===== src/rtl/core_pkg.sv =====
// Shared arbiter types: last-grant FSM encoding and response-select codes.
package core_pkg;

    typedef enum logic [1:0] {ARB_IDLE, ARB_FETCH, ARB_DATA} arb_state_t;

    localparam logic [1:0] RSP_SEL_NONE  = 2'd0;
    localparam logic [1:0] RSP_SEL_FETCH = 2'd1;
    localparam logic [1:0] RSP_SEL_DATA  = 2'd2;

endpackage


===== src/rtl/memory_arbiter_if.sv =====
// Fetch, data and memory-side signals of the single-port memory arbiter.
interface memory_arbiter_if #(
    parameter int data_bits           = 32,
    parameter int memory_address_bits = 10
);
    logic                           if_req;
    logic [memory_address_bits-1:0] if_addr;
    logic                           if_gnt;
    logic                           if_rvalid;
    logic [data_bits-1:0]           if_rdata;

    logic                           dm_req;
    logic                           dm_we;
    logic [memory_address_bits-1:0] dm_addr;
    logic [data_bits-1:0]           dm_wdata;
    logic                           dm_gnt;
    logic                           dm_rvalid;
    logic [data_bits-1:0]           dm_rdata;

    logic                           mem_write_enable;
    logic                           mem_read_enable;
    logic [memory_address_bits-1:0] mem_address;
    logic [data_bits-1:0]           mem_input_data;
    logic [data_bits-1:0]           mem_output_data;

    modport slave (
        input  if_req, if_addr, dm_req, dm_we, dm_addr, dm_wdata, mem_output_data,
        output if_gnt, if_rvalid, if_rdata, dm_gnt, dm_rvalid, dm_rdata,
               mem_write_enable, mem_read_enable, mem_address, mem_input_data
    );

    modport master (
        output if_req, if_addr, dm_req, dm_we, dm_addr, dm_wdata, mem_output_data,
        input  if_gnt, if_rvalid, if_rdata, dm_gnt, dm_rvalid, dm_rdata,
               mem_write_enable, mem_read_enable, mem_address, mem_input_data
    );

endinterface


===== src/rtl/arb_streak_counter.sv =====
// Saturating count of consecutive data grants taken while a fetch is waiting.
module arb_streak_counter #(
    parameter int max_data_streak = 4
) (
    input  logic clk,
    input  logic reset,
    input  logic inc,
    input  logic clr,
    output logic sat
);
    localparam int SW = $clog2(max_data_streak + 1);
    localparam logic [SW-1:0] MAX = SW'(max_data_streak);

    logic [SW-1:0] streak;

    always_ff @(posedge clk) begin
        if (!reset)
            streak <= '0;
        else if (clr)
            streak <= '0;
        else if (inc && !sat)
            streak <= streak + SW'(1);
    end

    assign sat = (streak == MAX);

endmodule


===== src/rtl/memory_arbiter.sv =====
// Shares one memory port between fetch and load/store; data has priority,
// a bounded data streak guarantees the fetch path eventually gets a slot.
module memory_arbiter
    import core_pkg::*;
#(
    parameter int data_bits           = 32,
    parameter int memory_address_bits = 10,
    parameter int max_data_streak     = 4
) (
    input  logic             clk,
    input  logic             reset,
    memory_arbiter_if.slave  bus
);
    arb_state_t                     state_q, state_d;
    logic                           gnt_if, gnt_dm, sat;
    logic                           dm_load_q;
    logic [1:0]                     rsp_sel;
    logic [data_bits-1:0]           if_rdata_q, dm_rdata_q;
    logic                           mem_we, mem_re;
    logic [memory_address_bits-1:0] mem_addr;
    logic [data_bits-1:0]           mem_wdata;

    arb_streak_counter #(.max_data_streak(max_data_streak)) u_streak (
        .clk   (clk),
        .reset (reset),
        .inc   (gnt_dm && bus.if_req),
        .clr   (gnt_if || !bus.if_req),
        .sat   (sat)
    );

    always_ff @(posedge clk) begin
        if (!reset) state_q <= ARB_IDLE;
        else        state_q <= state_d;
    end

    // Fetch only beats a pending data request once the streak has saturated.
    always_comb begin
        gnt_if  = 1'b0;
        gnt_dm  = 1'b0;
        state_d = ARB_IDLE;
        if (reset) begin
            if (bus.dm_req && !(bus.if_req && sat)) begin
                gnt_dm  = 1'b1;
                state_d = ARB_DATA;
            end else if (bus.if_req) begin
                gnt_if  = 1'b1;
                state_d = ARB_FETCH;
            end
        end
    end

    always_comb begin
        mem_we    = 1'b0;
        mem_re    = 1'b0;
        mem_addr  = '0;
        mem_wdata = '0;
        if (gnt_dm) begin
            mem_we    = bus.dm_we;
            mem_re    = !bus.dm_we;
            mem_addr  = bus.dm_addr;
            mem_wdata = bus.dm_wdata;
        end else if (gnt_if) begin
            mem_re   = 1'b1;
            mem_addr = bus.if_addr;
        end
    end

    always_ff @(posedge clk) begin
        if (!reset) begin
            if_rdata_q <= '0;
            dm_rdata_q <= '0;
            dm_load_q  <= 1'b0;
        end else begin
            dm_load_q <= gnt_dm && !bus.dm_we;
            if (gnt_if)
                if_rdata_q <= bus.mem_output_data;
            if (gnt_dm && !bus.dm_we)
                dm_rdata_q <= bus.mem_output_data;
        end
    end

    // Responses are gated by reset so a read granted just before reset is dropped.
    always_comb begin
        rsp_sel = RSP_SEL_NONE;
        if (reset) begin
            if (state_q == ARB_FETCH)
                rsp_sel = RSP_SEL_FETCH;
            else if (state_q == ARB_DATA && dm_load_q)
                rsp_sel = RSP_SEL_DATA;
        end
    end

    assign bus.if_gnt           = gnt_if;
    assign bus.dm_gnt           = gnt_dm;
    assign bus.if_rvalid        = (rsp_sel == RSP_SEL_FETCH);
    assign bus.dm_rvalid        = (rsp_sel == RSP_SEL_DATA);
    assign bus.if_rdata         = reset ? if_rdata_q : '0;
    assign bus.dm_rdata         = reset ? dm_rdata_q : '0;
    assign bus.mem_write_enable = mem_we;
    assign bus.mem_read_enable  = mem_re;
    assign bus.mem_address      = mem_addr;
    assign bus.mem_input_data   = mem_wdata;

endmodule


===== src/flat_wrapper.sv =====
// flat-port wrapper written by rule: the top's interface ports become plain ports
module memory_arbiter_flat import core_pkg::*;
#(
    parameter int data_bits           = 32,
    parameter int memory_address_bits = 10,
    parameter int max_data_streak     = 4
)
  (clk, reset, bus_if_req, bus_if_addr, bus_dm_req, bus_dm_we, bus_dm_addr, bus_dm_wdata, bus_mem_output_data, bus_if_gnt, bus_if_rvalid, bus_if_rdata, bus_dm_gnt, bus_dm_rvalid, bus_dm_rdata, bus_mem_write_enable, bus_mem_read_enable, bus_mem_address, bus_mem_input_data);
  memory_arbiter_if #(.data_bits(data_bits), .memory_address_bits(memory_address_bits)) bus_i ();
  input  logic clk;
  input  logic reset;
  input wire logic [$bits(bus_i.if_req)-1:0] bus_if_req;
  input wire logic [$bits(bus_i.if_addr)-1:0] bus_if_addr;
  input wire logic [$bits(bus_i.dm_req)-1:0] bus_dm_req;
  input wire logic [$bits(bus_i.dm_we)-1:0] bus_dm_we;
  input wire logic [$bits(bus_i.dm_addr)-1:0] bus_dm_addr;
  input wire logic [$bits(bus_i.dm_wdata)-1:0] bus_dm_wdata;
  input wire logic [$bits(bus_i.mem_output_data)-1:0] bus_mem_output_data;
  output wire logic [$bits(bus_i.if_gnt)-1:0] bus_if_gnt;
  output wire logic [$bits(bus_i.if_rvalid)-1:0] bus_if_rvalid;
  output wire logic [$bits(bus_i.if_rdata)-1:0] bus_if_rdata;
  output wire logic [$bits(bus_i.dm_gnt)-1:0] bus_dm_gnt;
  output wire logic [$bits(bus_i.dm_rvalid)-1:0] bus_dm_rvalid;
  output wire logic [$bits(bus_i.dm_rdata)-1:0] bus_dm_rdata;
  output wire logic [$bits(bus_i.mem_write_enable)-1:0] bus_mem_write_enable;
  output wire logic [$bits(bus_i.mem_read_enable)-1:0] bus_mem_read_enable;
  output wire logic [$bits(bus_i.mem_address)-1:0] bus_mem_address;
  output wire logic [$bits(bus_i.mem_input_data)-1:0] bus_mem_input_data;
  assign bus_i.if_req = bus_if_req;
  assign bus_i.if_addr = bus_if_addr;
  assign bus_i.dm_req = bus_dm_req;
  assign bus_i.dm_we = bus_dm_we;
  assign bus_i.dm_addr = bus_dm_addr;
  assign bus_i.dm_wdata = bus_dm_wdata;
  assign bus_i.mem_output_data = bus_mem_output_data;
  assign bus_if_gnt = bus_i.if_gnt;
  assign bus_if_rvalid = bus_i.if_rvalid;
  assign bus_if_rdata = bus_i.if_rdata;
  assign bus_dm_gnt = bus_i.dm_gnt;
  assign bus_dm_rvalid = bus_i.dm_rvalid;
  assign bus_dm_rdata = bus_i.dm_rdata;
  assign bus_mem_write_enable = bus_i.mem_write_enable;
  assign bus_mem_read_enable = bus_i.mem_read_enable;
  assign bus_mem_address = bus_i.mem_address;
  assign bus_mem_input_data = bus_i.mem_input_data;
  memory_arbiter #(.data_bits(data_bits), .memory_address_bits(memory_address_bits), .max_data_streak(max_data_streak)) u_core (.clk(clk), .reset(reset), .bus(bus_i));
endmodule

===== config.mk =====
export PLATFORM = sky130hd
export DESIGN_NAME = memory_arbiter_flat
export DESIGN_NICKNAME = d
export VERILOG_FILES = /design/src/rtl/core_pkg.sv /design/src/rtl/memory_arbiter_if.sv /design/src/rtl/arb_streak_counter.sv /design/src/rtl/memory_arbiter.sv /design/src/flat_wrapper.sv
export SDC_FILE = /design/constraint.sdc
export NUM_CORES = 1
export LEC_CHECK = 0
export ABC_AREA = 1
export CORE_MARGIN = 1.5
export CORE_UTILIZATION = 35
export CTS_BUF_LIST = sky130_fd_sc_hd__clkbuf_2 sky130_fd_sc_hd__clkbuf_4 sky130_fd_sc_hd__clkbuf_8
export CTS_CLUSTER_SIZE = 25
export DETAILED_ROUTE_END_ITERATION = 8
export PLACE_DENSITY = 0.77
export SYNTH_ARGS = -nofsm -noshare
export SYNTH_HDL_FRONTEND = slang
export SYNTH_SLANG_ARGS = --single-unit
export TNS_END_PERCENT = 20

===== constraint.sdc =====
create_clock -name clk -period 1.9 [get_ports clk]
set_clock_uncertainty 0.2 [all_clocks]
set_input_delay 0.38 -clock clk [delete_from_list [all_inputs] [get_ports clk]]
set_output_delay 0.38 -clock clk [all_outputs]
set_load 0.02 [all_outputs]

==> out/results.tsv, run 1 <==
metric	value	unit
outcome	complete, but fails checks	
violated checks	negative setup slack	
Critical Path RT	1.32	ns
RSZ-0062 raised after global routing	yes	
flops & latches, synth	70	
placed instance count	870	
CP max stage delay	0.34	ns
post-placement worst setup slack	-0.771	ns
clock latency at the later pin of the worst-skew pair	0.32	ns
Mapped Nets	629	
initial DRC count	110	
Slew Viols, Final	0	
Routed WL per cell	12.6	um
Layout area overhead	77.2	%
Lkg Pwr	0.00364	uW
dpl hpwl	7780	um
# IOs	201	
non-filler cells, final	895	
synthesized area per cell	6.09	um2
antenna diode count	0	
layout cell share with drive strength beyond 1	21.2	%
Final Hold Vio Count	0	
Initial Util	35.8	%
Peak VDD IR	431	uV
initial antenna violation count	0	
Relative slew margins	66.4	%
total vias in the final route	3793	
drt pass-1 iters	4	
Netlist Area Pre-Place	3280	um2
Worst-path clk slew	0.07	ns
Via-to-Cell Ratio	4.24	
Setup violations, final	46	
CTS sink cnt	70	
Post-route DRC	0	
first-pass GRT wire length	17300	um
Syn Inst Count	538	
CP top delay family	buffers and inverters	
Worst setup EP type	output pin	
global placer's final weighted congestion	0.807	
row count	35	
Worst Max-Slew Pin Slew	0.502	ns
Crit-path slowest cell	dfxtp_2	
FMAX	483	MHz
gr ovfl total	0	
max-cap violations	0	
chip width	99.7	um
yosys warns	0	
cts hold-fix bufs	0	
CTS buffer count	9	
Die H	99.7	um
final wirelength	11200	um
Power Density	616	nW/um2
Final Cycle Share	109	%
DIE AREA	9950	um2
Data arrival, critical path	1.49	ns
port buffer count	200	
Tot GR Track Use	21.9	%
core area	9150	um2
fill count	881	
sequential cell area fraction in the yosys report	42.8	%
ANT nets after route	0	
Hold Crit Class	flop to flop	
TritonCTS clock tree	yes	
largest net degree at the start of global routing	36	
clk buf depth	2	
crit path time final	2.07	ns
distinct cell type count after synthesis	15	
H-Tree Depth	3	
Total Nets Final	870	
final worst setup slack	-0.172	ns
number of global-route vias before repair	3638	
CP startpoint kind	flop	
buffer and inverter count on the worst path	4	
critical path class	flop to output pin	
Critical Path Fanout Max	12	
crit-path cells	inv_2 -> ha_4 -> nand3_4 -> nand3_4 -> inv_2 -> buf_12 -> nand2_1 -> nand2_2 -> buf_6	
CTS Root Buffer Type	clkbuf_8	
## area by class of cell
type / count / area [um2] / area share [%]
Timing Repair Buffer: 254 / 2280 / 39.3
Clock inverter: 5 / 57.6 / 0.991
Multi-Input combinational cell: 339 / 1370 / 23.7
Inverter: 105 / 399 / 6.88
Tap cell: 111 / 139 / 2.39
Sequential cell: 70 / 1400 / 24.2
Clock buffer: 11 / 151 / 2.61
## logic make-up after synthesis
| logic type | synth area share (%) |
|---|---|
| xor gates and xnor gates | 0.267 |
| adders and majority gates | 0.764 |
| and+or+nand+nor | 39.5 |
| DFF | 42.8 |
| buffers and inverters | 16.7 |
## registers in the layout, indices dropped and copies added (netlist names)
| name | flops |
|---|---|
| u_core.u_streak.streak | 3 |
| u_core.dm_load_q | 1 |
| u_core.dm_rdata_q | 32 |
| u_core.if_rdata_q | 32 |
| u_core.state_q | 2 |
## cells in the mapped netlist
cell type / count / area, um2
nand2_2: 1 / 6.26
buf_2: 15 / 75.1
dfxtp_1: 70 / 1400
buf_4: 10 / 75.1
inv_4: 1 / 6.26
xnor2_1: 1 / 8.76
nor2_1: 37 / 139
nand2_1: 292 / 1100
nor3b_1: 1 / 7.51
ha_1: 2 / 25.0
nand4_1: 1 / 6.26
nand3_2: 1 / 10.0
nand3_4: 1 / 17.5
nor2_4: 1 / 11.3
inv_1: 104 / 390
## worst paths after layout
check,start,endpoint,slack [ns],depth (start not counted)
max,u_core.u_streak.streak[0]$_SDFFE_PP0P_,bus_mem_address[3],-0.17,9
min,u_core.u_streak.streak[0]$_SDFFE_PP0P_,u_core.u_streak.streak[0]$_SDFFE_PP0P_,0.31,2
max reg2reg,u_core.u_streak.streak[0]$_SDFFE_PP0P_,u_core.dm_rdata_q[21]$_SDFFE_PN0P_,0.15,8
min reg2reg,u_core.u_streak.streak[0]$_SDFFE_PP0P_,u_core.u_streak.streak[0]$_SDFFE_PP0P_,0.31,2
## tightest hold or removal path, delay by kind of cell (launching register included)
family                 cells  cell delay (ns)
DFF                        1             0.34
buffers and inverters      1             0.11
and+or+nand+nor            1             0.03
## placed cells by master, fill, tap and decap left out
cell	count
dlygate4sd2_1	34
bufinv_16	1
clkbuf_8	11
nor2_4	2
clkdlybuf4s15_2	6
dfxtp_2	2
bufbuf_16	1
nor2_2	3
buf_6	15
nor3b_2	1
clkdlybuf4s15_1	2
nand3_4	2
nand2_2	2
inv_2	3
buf_4	79
nor2_1	34
clkinv_2	1
nand4_1	1
ha_4	1
clkinvlp_4	3
clkbuf_2	22
inv_1	101
clkdlybuf4s50_1	85
ha_1	1
nand2_1	291
buf_2	4
inv_6	1
buf_12	6
xnor2_1	1
dfxtp_1	68
## where the power goes
part | switching, uW | total (uW) | internal (uW) | leakage, uW
clock | 548 | 1220 | 675 | 0.0000976
sequential | 20.1 | 1560 | 1540 | 0.000574
combinational | 392 | 787 | 395 | 0.00297
total | 960 | 3570 | 2610 | 0.00364
## per-layer routing
metal / global-route usage [%] / vias up / wire (um)
met1: 26.5 / 1716 / 4880
met3: 5.55 / 6 / 492
met2: 39.3 / 89 / 5790
met5: 0 / - / 0
li1: - / 1982 / -
met4: 4.01 / 0 / 77
## stage by stage
| step | util [%] | TNS (ns) | hold WS (ns) | instance area (um2) | power, uW |
|---|---|---|---|---|---|
| floorplan | - | 0 | 0.217 | 3280 | 1920 |
| global placement | 62.0 | -65.44 | 0.295 | 5670 | 2380 |
| detailed placement | 62.0 | -69.10 | 0.309 | 5670 | 2390 |
| CTS | 64.1 | -10.33 | 0.310 | 5860 | 3600 |
| global route | 63.4 | -10.53 | 0.323 | 5810 | 3750 |
| finish | 63.4 | -6.46 | 0.308 | 5810 | 3570 |
## repair_timing
action,in CTS,in global routing
gates resized for setup,356,42
pin swaps,8,2
setup endpoints to repair,145,108
gates cloned,1,1
setup buffers,4,3
Power figures use the tool's default switching activity.
==> run 2, diff against run 1 <==
--- a/config.mk
+++ b/config.mk
@@ -5,13 +5,14 @@
 export SDC_FILE = /design/constraint.sdc
 export NUM_CORES = 1
 export LEC_CHECK = 0
-export ABC_AREA = 1
+export ABC_AREA = 0
+export CORE_ASPECT_RATIO = 0.75
 export CORE_MARGIN = 1.5
 export CORE_UTILIZATION = 35
 export CTS_BUF_LIST = sky130_fd_sc_hd__clkbuf_2 sky130_fd_sc_hd__clkbuf_4 sky130_fd_sc_hd__clkbuf_8
 export CTS_CLUSTER_SIZE = 25
 export DETAILED_ROUTE_END_ITERATION = 8
-export PLACE_DENSITY = 0.77
+export PLACE_DENSITY = 0.78
 export SYNTH_ARGS = -nofsm -noshare
 export SYNTH_HDL_FRONTEND = slang
 export SYNTH_SLANG_ARGS = --single-unit
==> run 2 against run 1 <==
The flow still finishes with violations (negative setup slack). Setup slack got worse by 0.23 ns. Sequential cell count did not move. Combinational power rose by 6.7%. Critical path depth fell by 2. Largest cell class unchanged.
==> out/results.tsv, run 2 <==
metric	value	unit	change
outcome	complete, but fails checks		
violated checks	negative setup slack		
Syn Inst Count	283		-47%
XOR/XNOR share of the synthesized area	0	%	-0.27 points
Synth top cells by count	and2_1 (99), dfxtp_1 (70), mux2_2 (57), clkbuf_1 (11), a22o_1 (10)		
Post-synth EDFFs	0		unchanged
Worst setup EP type	output pin		
fill count	660		-25%
clock latency at the later pin of the worst-skew pair	0.34	ns	+0.02 ns
Netlist Area Pre-Place	3100	um2	-5.4%
Tot GR Track Use	21.6	%	-0.28 points
Yosys top cell by area	dfxtp_1		
FMAX	434	MHz	-10%
antenna diode count	0		unchanged
post-synthesis simple-gate area fraction	21.6	%	-18 points
Mapped Nets	374		-41%
H-Tree Depth	3		unchanged
Reg power frac	42.9	%	-0.9 points
Total Nets Final	599		-31%
Crit. Startpoint	u_core.u_streak.streak[0]$_SDFFE_PP0P_		
most frequent cell after synthesis	and2_1		
Final Cycle Share	121	%	+12 points
commonest non-fill, non-tap cell in the layout	clkdlybuf4s50_1		
layout cell share with drive strength beyond 1	49.9	%	+29 points
dpl hpwl	7120	um	-8.4%
Power Density	631	nW/um2	+2.4%
global placer's final weighted congestion	0.741		-8.2%
sequential cell area fraction in the yosys report	45.2	%	+2.4 points
internal power	2720	uW	+3.9%
TritonCTS clock tree	yes		
# IOs	201		unchanged
Peak VDD IR	498	uV	+15%
main area contributors after synthesis	dfxtp_1 (45%), mux2_2 (21%), and2_1 (20%)		
distinct cell type count after synthesis	25		+10
CP startpoint kind	flop		
max-cap violations	0		unchanged
complex-gate fraction of the synthesized area	4.88	%	+4.9 points
Post-route DRC	0		unchanged
first-pass GRT wire length	16000	um	-7.5%
flops & latches, synth	70		unchanged
most frequent cells in the layout	clkdlybuf4s50_1 (85), dfxtp_1 (68), and2_1 (67)		
post-placement worst setup slack	-0.863	ns	-0.0923 ns
core area	8530	um2	-6.8%
Worst Max-Slew Pin Slew	0.342	ns	-0.161 ns
Layout area overhead	86.1	%	
Via-to-Cell Ratio	4.56		+7.6%
Combinational Power Share	23.1	%	+1.1 points
Die H	84.5	um	-15%
Crit Reg-Reg Endpoint	u_core.dm_rdata_q[7]$_SDFFE_PN0P_		
CP endpoint	bus_mem_input_data[9]		
Hold Crit Class	input pin to flop		
mux cell area share after synthesis	23.6	%	+24 points
synthesized area per cell	11.0	um2	+80%
Async SR Flop Fraction	0	%	unchanged
RSZ-0062 raised after global routing	yes		
Setup violations, final	78		+70%
gr ovfl total	0		unchanged
RR Startpoint	u_core.u_streak.streak[0]$_SDFFE_PP0P_		
number of global-route vias before repair	3110		-15%
Primary FF master, synth	dfxtp_1		
Data arrival, critical path	1.72	ns	+0.23 ns
largest net degree at the start of global routing	34		-5.6%
Lkg Pwr	0.00266	uW	-27%
initial antenna violation count	0		unchanged
internal reg-to-reg setup slack	-0.23	ns	-0.38 ns
Initial Util	36.3	%	+0.56 points
switching portion of total power	25.3	%	-1.5 points
Critical Path RT	1.32	ns	about the same
Slew Viols, Final	0		unchanged
CTS sink cnt	70		unchanged
biggest regs	u_core.dm_rdata_q x32, u_core.if_rdata_q x32, u_core.u_streak.streak x3		
CTS buffer count	9		unchanged
Worst-path clk slew	0.07	ns	about the same
CTS Root Buffer Type	clkbuf_8		
DIE AREA	9430	um2	-5.2%
Final Core Density	67.6	%	+4.2 points
final wirelength	10000	um	-11%
crit path time final	2.30	ns	+0.232 ns
chip width	112	um	+12%
largest family of logic cells by synthesized area	multiplexers		
port buffer count	200		unchanged
clock group share of total power	34.0	%	-0.2 points
Critical Path Fanout Max	5		-7
final worst setup slack	-0.404	ns	-0.232 ns
ANT nets after route	0		unchanged
Reg2Reg Depth	7		-1
critical path class	flop to output pin		
worst hold slack	0.272	ns	-0.0362 ns
sw power	922	uW	-4.0%
clk buf depth	2		unchanged
cts hold-fix bufs	0		unchanged
drt pass-1 iters	4		unchanged
top-area cell type share of the netlist area	45.2	%	+2.4 points
initial DRC count	88		-20%
Synth Area in Adders	0.807	%	+0.043 points
row count	29		-17%
Routed WL per cell	16.1	um	+29%
yosys warns	0		unchanged
Relative slew margins	77.2	%	+11 points
total vias in the final route	2833		-25%
Final Hold Vio Count	0		unchanged
## run 2: repair_timing
item                       in CTS  in global routing
pin swaps                      16                 17
hold endpoints to repair        0                  0
setup endpoints to repair     176                174
gates resized for setup       395                110
buffers inserted                9                  5
gates cloned                    4                  1
## run 2: cells by family after synthesis
logic type / Yosys count
AOI/OAI and AO/OA: 16
adders and majority gates: 2
buffers and inverters: 22
DFF: 70
muxes: 65
and+or+nand+nor: 108
## run 2: layout make-up
cell class | count | area [um2] | share of cell area, %
Clock buffer | 11 | 151 | 2.63
Inverter | 2 | 7.51 | 0.130
Timing Repair Buffer | 234 | 2220 | 38.6
Sequential cell | 70 | 1400 | 24.3
Tap cell | 108 | 135 | 2.34
Clock inverter | 5 | 56.3 | 0.976
Multi-Input combinational cell | 191 | 1790 | 31.0
## run 2: power groups by stage
stage	sequential, uW	combinational, uW	clock, uW
5_1_grt	1570	887	1370
3_5_place_dp	1600	799	0
4_1_cts	1560	853	1280
3_3_place_gp	1590	786	0
6_report	1560	840	1240
2_1_floorplan	1590	363	0
## run 2: worst min-delay path by stage
stage	depth (start not counted)	slack (ns)	start	endpoint
5_1_grt	4	0.26	reset	u_core.state_q[1]$_SDFF_PN0_
2_1_floorplan	2	0.27	u_core.u_streak.streak[0]$_SDFFE_PP0P_	u_core.u_streak.streak[0]$_SDFFE_PP0P_
3_5_place_dp	2	0.31	u_core.u_streak.streak[0]$_SDFFE_PP0P_	u_core.u_streak.streak[0]$_SDFFE_PP0P_
6_report	4	0.27	reset	u_core.state_q[1]$_SDFF_PN0_
3_3_place_gp	2	0.28	u_core.u_streak.streak[0]$_SDFFE_PP0P_	u_core.u_streak.streak[0]$_SDFFE_PP0P_
4_1_cts	4	0.23	reset	u_core.state_q[1]$_SDFF_PN0_
## run 2: per-layer routing
metal,global-route usage (%),wire [um]
met5,0,0
met4,7.25,179
met3,6.79,496
met2,38.4,5300
met1,24.6,4060
## run 2: per-stage QoR
stage	instance area, um2	total power [uW]	setup TNS [ns]	std cells
6_report	5770	3640	-22.05	621
5_1_grt	5770	3830	-30.13	621
4_1_cts	5960	3700	-27.11	620
3_5_place_dp	5490	2390	-91.34	591
3_3_place_gp	5490	2380	-85.91	591
2_1_floorplan	3290	1950	-2.47	283
## run 2: worst max-delay path, cell delays in order (launching register included)
cell and delay [ns]:
dfxtp_2 0.34, inv_2 0.05, ha_4 0.17, a31oi_4 0.25, buf_8 0.18, clkbuf_16 0.15, and2_4 0.13, buf_6 0.11
==> run 3, diff against run 2 <==
==> constraint.sdc (replaced) <==
create_clock -name clk -period 1.9 [get_ports clk]
set_clock_uncertainty 0.2 [all_clocks]
set_input_delay 0.38 -clock clk [delete_from_list [all_inputs] [get_ports clk]]
set_output_delay 0.38 -clock clk [all_outputs]
set_load 0.1 [all_outputs]
==> run 3 against run 2 <==
The run still ends with negative setup slack left. Sequential share of layout area fell by 3.8 points. Register-to-register slack improved by 0.11 ns. Non-clock buffer count shrank 13. Critical path depth shrank 1. Routed wire length grew 7.6%. Sequential power barely moved. Clock power decreased by 13%. Clock-buffer cell count fell by 1.
==> out/results.tsv, run 3 (synthesis results as in run 2) <==
metric	value	unit	change
outcome	complete, but fails checks		
violated checks	negative setup slack		
layout cell share with drive strength beyond 1	52.6	%	+2.7 points
internal reg-to-reg setup slack	-0.12	ns	+0.11 ns
Worst-path clk slew	0.08	ns	about the same
Final Hold Vio Count	0		unchanged
Peak VDD IR	406	uV	-19%
global placer's final weighted congestion	0.698		-5.8%
Initial Util	36.3	%	unchanged
Final Cycle Share	123	%	+2.0 points
Final Power	4250	uW	+17%
cts hold-fix bufs	0		unchanged
max-cap violations	0		unchanged
H-Tree Depth	3		unchanged
port buffer count	200		unchanged
# IOs	201		unchanged
final worst setup slack	-0.442	ns	-0.0385 ns
Routed WL per cell	17.7	um	+9.9%
Data arrival, critical path	1.76	ns	+0.04 ns
Reg2Reg Depth	6		-1
CTS buffer count	9		unchanged
CTS sink cnt	70		unchanged
CP max stage delay	0.35	ns	about the same
CTS Root Buffer Type	clkbuf_8		
total vias in the final route	2829		-0.14%
RSZ-0062 raised after global routing	yes		
number of global-route vias before repair	3009		-3.2%
largest net degree at the start of global routing	55		+62%
CP startpoint kind	flop		
crit-path cells	inv_2 -> ha_4 -> buf_4 -> a311oi_4 -> or2_4 -> buf_12		
Via-to-Cell Ratio	4.65		+2.0%
Power Density	623	nW/um2	-1.2%
Slew Viols, Final	0		unchanged
first-pass GRT wire length	17000	um	+6.0%
initial antenna violation count	0		unchanged
Tot GR Track Use	23.0	%	+1.4 points
clock latency at the later pin of the worst-skew pair	0.33	ns	about the same
Total Nets Final	586		-2.2%
FMAX	427	MHz	-1.6%
Lkg Pwr	0.00289	uW	+8.7%
crit path time final	2.34	ns	+0.0385 ns
Crit Reg-Reg Endpoint	u_core.dm_rdata_q[22]$_SDFFE_PN0P_		
chip width	112	um	unchanged
Relative slew margins	79.0	%	+1.7 points
initial DRC count	78		-11%
Hold Path Cell Cnt	4		unchanged
row count	29		unchanged
clk buf depth	2		unchanged
biggest regs	u_core.dm_rdata_q x32, u_core.if_rdata_q x32, u_core.u_streak.streak x3		
Layout area overhead	120	%	
Worst Max-Slew Pin Slew	0.316	ns	-0.0259 ns
critical path class	flop to output pin		
TritonCTS clock tree	yes		
Setup violations, final	78		unchanged
Crit-path slowest cell	dfxtp_2		
Post-route DRC	0		unchanged
Worst setup EP type	output pin		
Hold Path End	u_core.state_q[1]$_SDFF_PN0_		
Hold Crit Class	input pin to flop		
dpl hpwl	8330	um	+17%
hold path start	reset		
antenna diode count	0		unchanged
core area	8530	um2	unchanged
drt pass-1 iters	4		unchanged
commonest non-fill, non-tap cell in the layout	buf_12		
ANT nets after route	0		unchanged
post-placement worst setup slack	-0.541	ns	+0.322 ns
Critical Path Fanout Max	6		+1
Die H	84.5	um	unchanged
DIE AREA	9430	um2	unchanged
most frequent cells in the layout	buf_12 (112), clkdlybuf4s50_1 (85), dfxtp_1 (67)		
final wirelength	10800	um	+7.6%
RR Startpoint	u_core.u_streak.streak[0]$_SDFFE_PP0P_		
gr ovfl total	0		unchanged
Critical Path RT	1.32	ns	about the same
-- run 3: changes by cell type in the layout (fill, tap and decap cells not counted), moves of 5 or more --
cell and change:
clkdlybuf4s15_1 -16, buf_4 -5, clkbuf_2 -47, buf_6 -46, buf_12 +107
-- run 3: per-stage QoR --
step	cell area, um2	hold slack (ns)	TNS (ns)	utilization [%]	std cells
global placement	6590	0.303	-48.76	77.2	587
finish	6830	0.305	-21.07	80.1	608
CTS	6850	0.266	-20.94	80.4	610
global route	6830	0.299	-26.59	80.1	608
detailed placement	6590	0.326	-52.84	77.2	587
floorplan	3380	0.272	-25.33	-	283
-- run 3: routing by layer --
metal  up-vias  global-route usage [%]  part of all wire [%]
met4         0                    4.49                   1.3
met1      1339                    26.9                    40
met2        98                    40.6                    52
met5         -                       0                     0
met3        13                    8.52                   6.5
li1       1379                       -                     -
-- run 3: worst max-delay path, delay by kind of cell, from the launching register on --
family | cells | cell delay (ns)
compound gates | 1 | 0.33
fa+ha+maj | 1 | 0.19
buf+inv | 3 | 0.36
flops | 1 | 0.35
simple gates | 1 | 0.20
-- run 3: layout make-up --
| cell class | count | area [um2] |
|---|---|---|
| Fill cell | 492 | 1700 |
| Clock inverter | 6 | 46.3 |
| Sequential cell | 70 | 1410 |
| Multi-Input combinational cell | 191 | 1790 |
| Clock buffer | 10 | 131 |
| Inverter | 2 | 7.51 |
| Tap cell | 108 | 135 |
| Timing Repair Buffer | 221 | 3310 |
-- run 3: what timing repair did --
action                                  CTS  global route
setup buffers                             6             0
pin swaps                                 3             1
gates cloned                              1             0
gates resized for setup                   9             6
endpoints found under the setup margin  164           145
endpoints found under the hold margin     0             0
-- run 3: where the power goes --
part	internal, uW	switching, uW	leakage [uW]	total, uW
Clock	497	578	0.0000867	1080
Combinational	680	936	0.00223	1620
Sequential	1550	16.0	0.000575	1560
-- run 3: how the worst max path moves through the flow --
stage,startpoint,endpoint,depth (start not counted)
after floorplan,reset,bus_if_rdata[10],3
after global placement,bus_if_req,u_core.dm_rdata_q[16]$_SDFFE_PN0P_,5
after detailed placement,bus_if_req,u_core.dm_rdata_q[22]$_SDFFE_PN0P_,5
after CTS,u_core.u_streak.streak[0]$_SDFFE_PP0P_,bus_mem_input_data[20],7
after global routing,u_core.u_streak.streak[0]$_SDFFE_PP0P_,bus_mem_address[6],7
final,u_core.u_streak.streak[0]$_SDFFE_PP0P_,bus_mem_read_enable,6
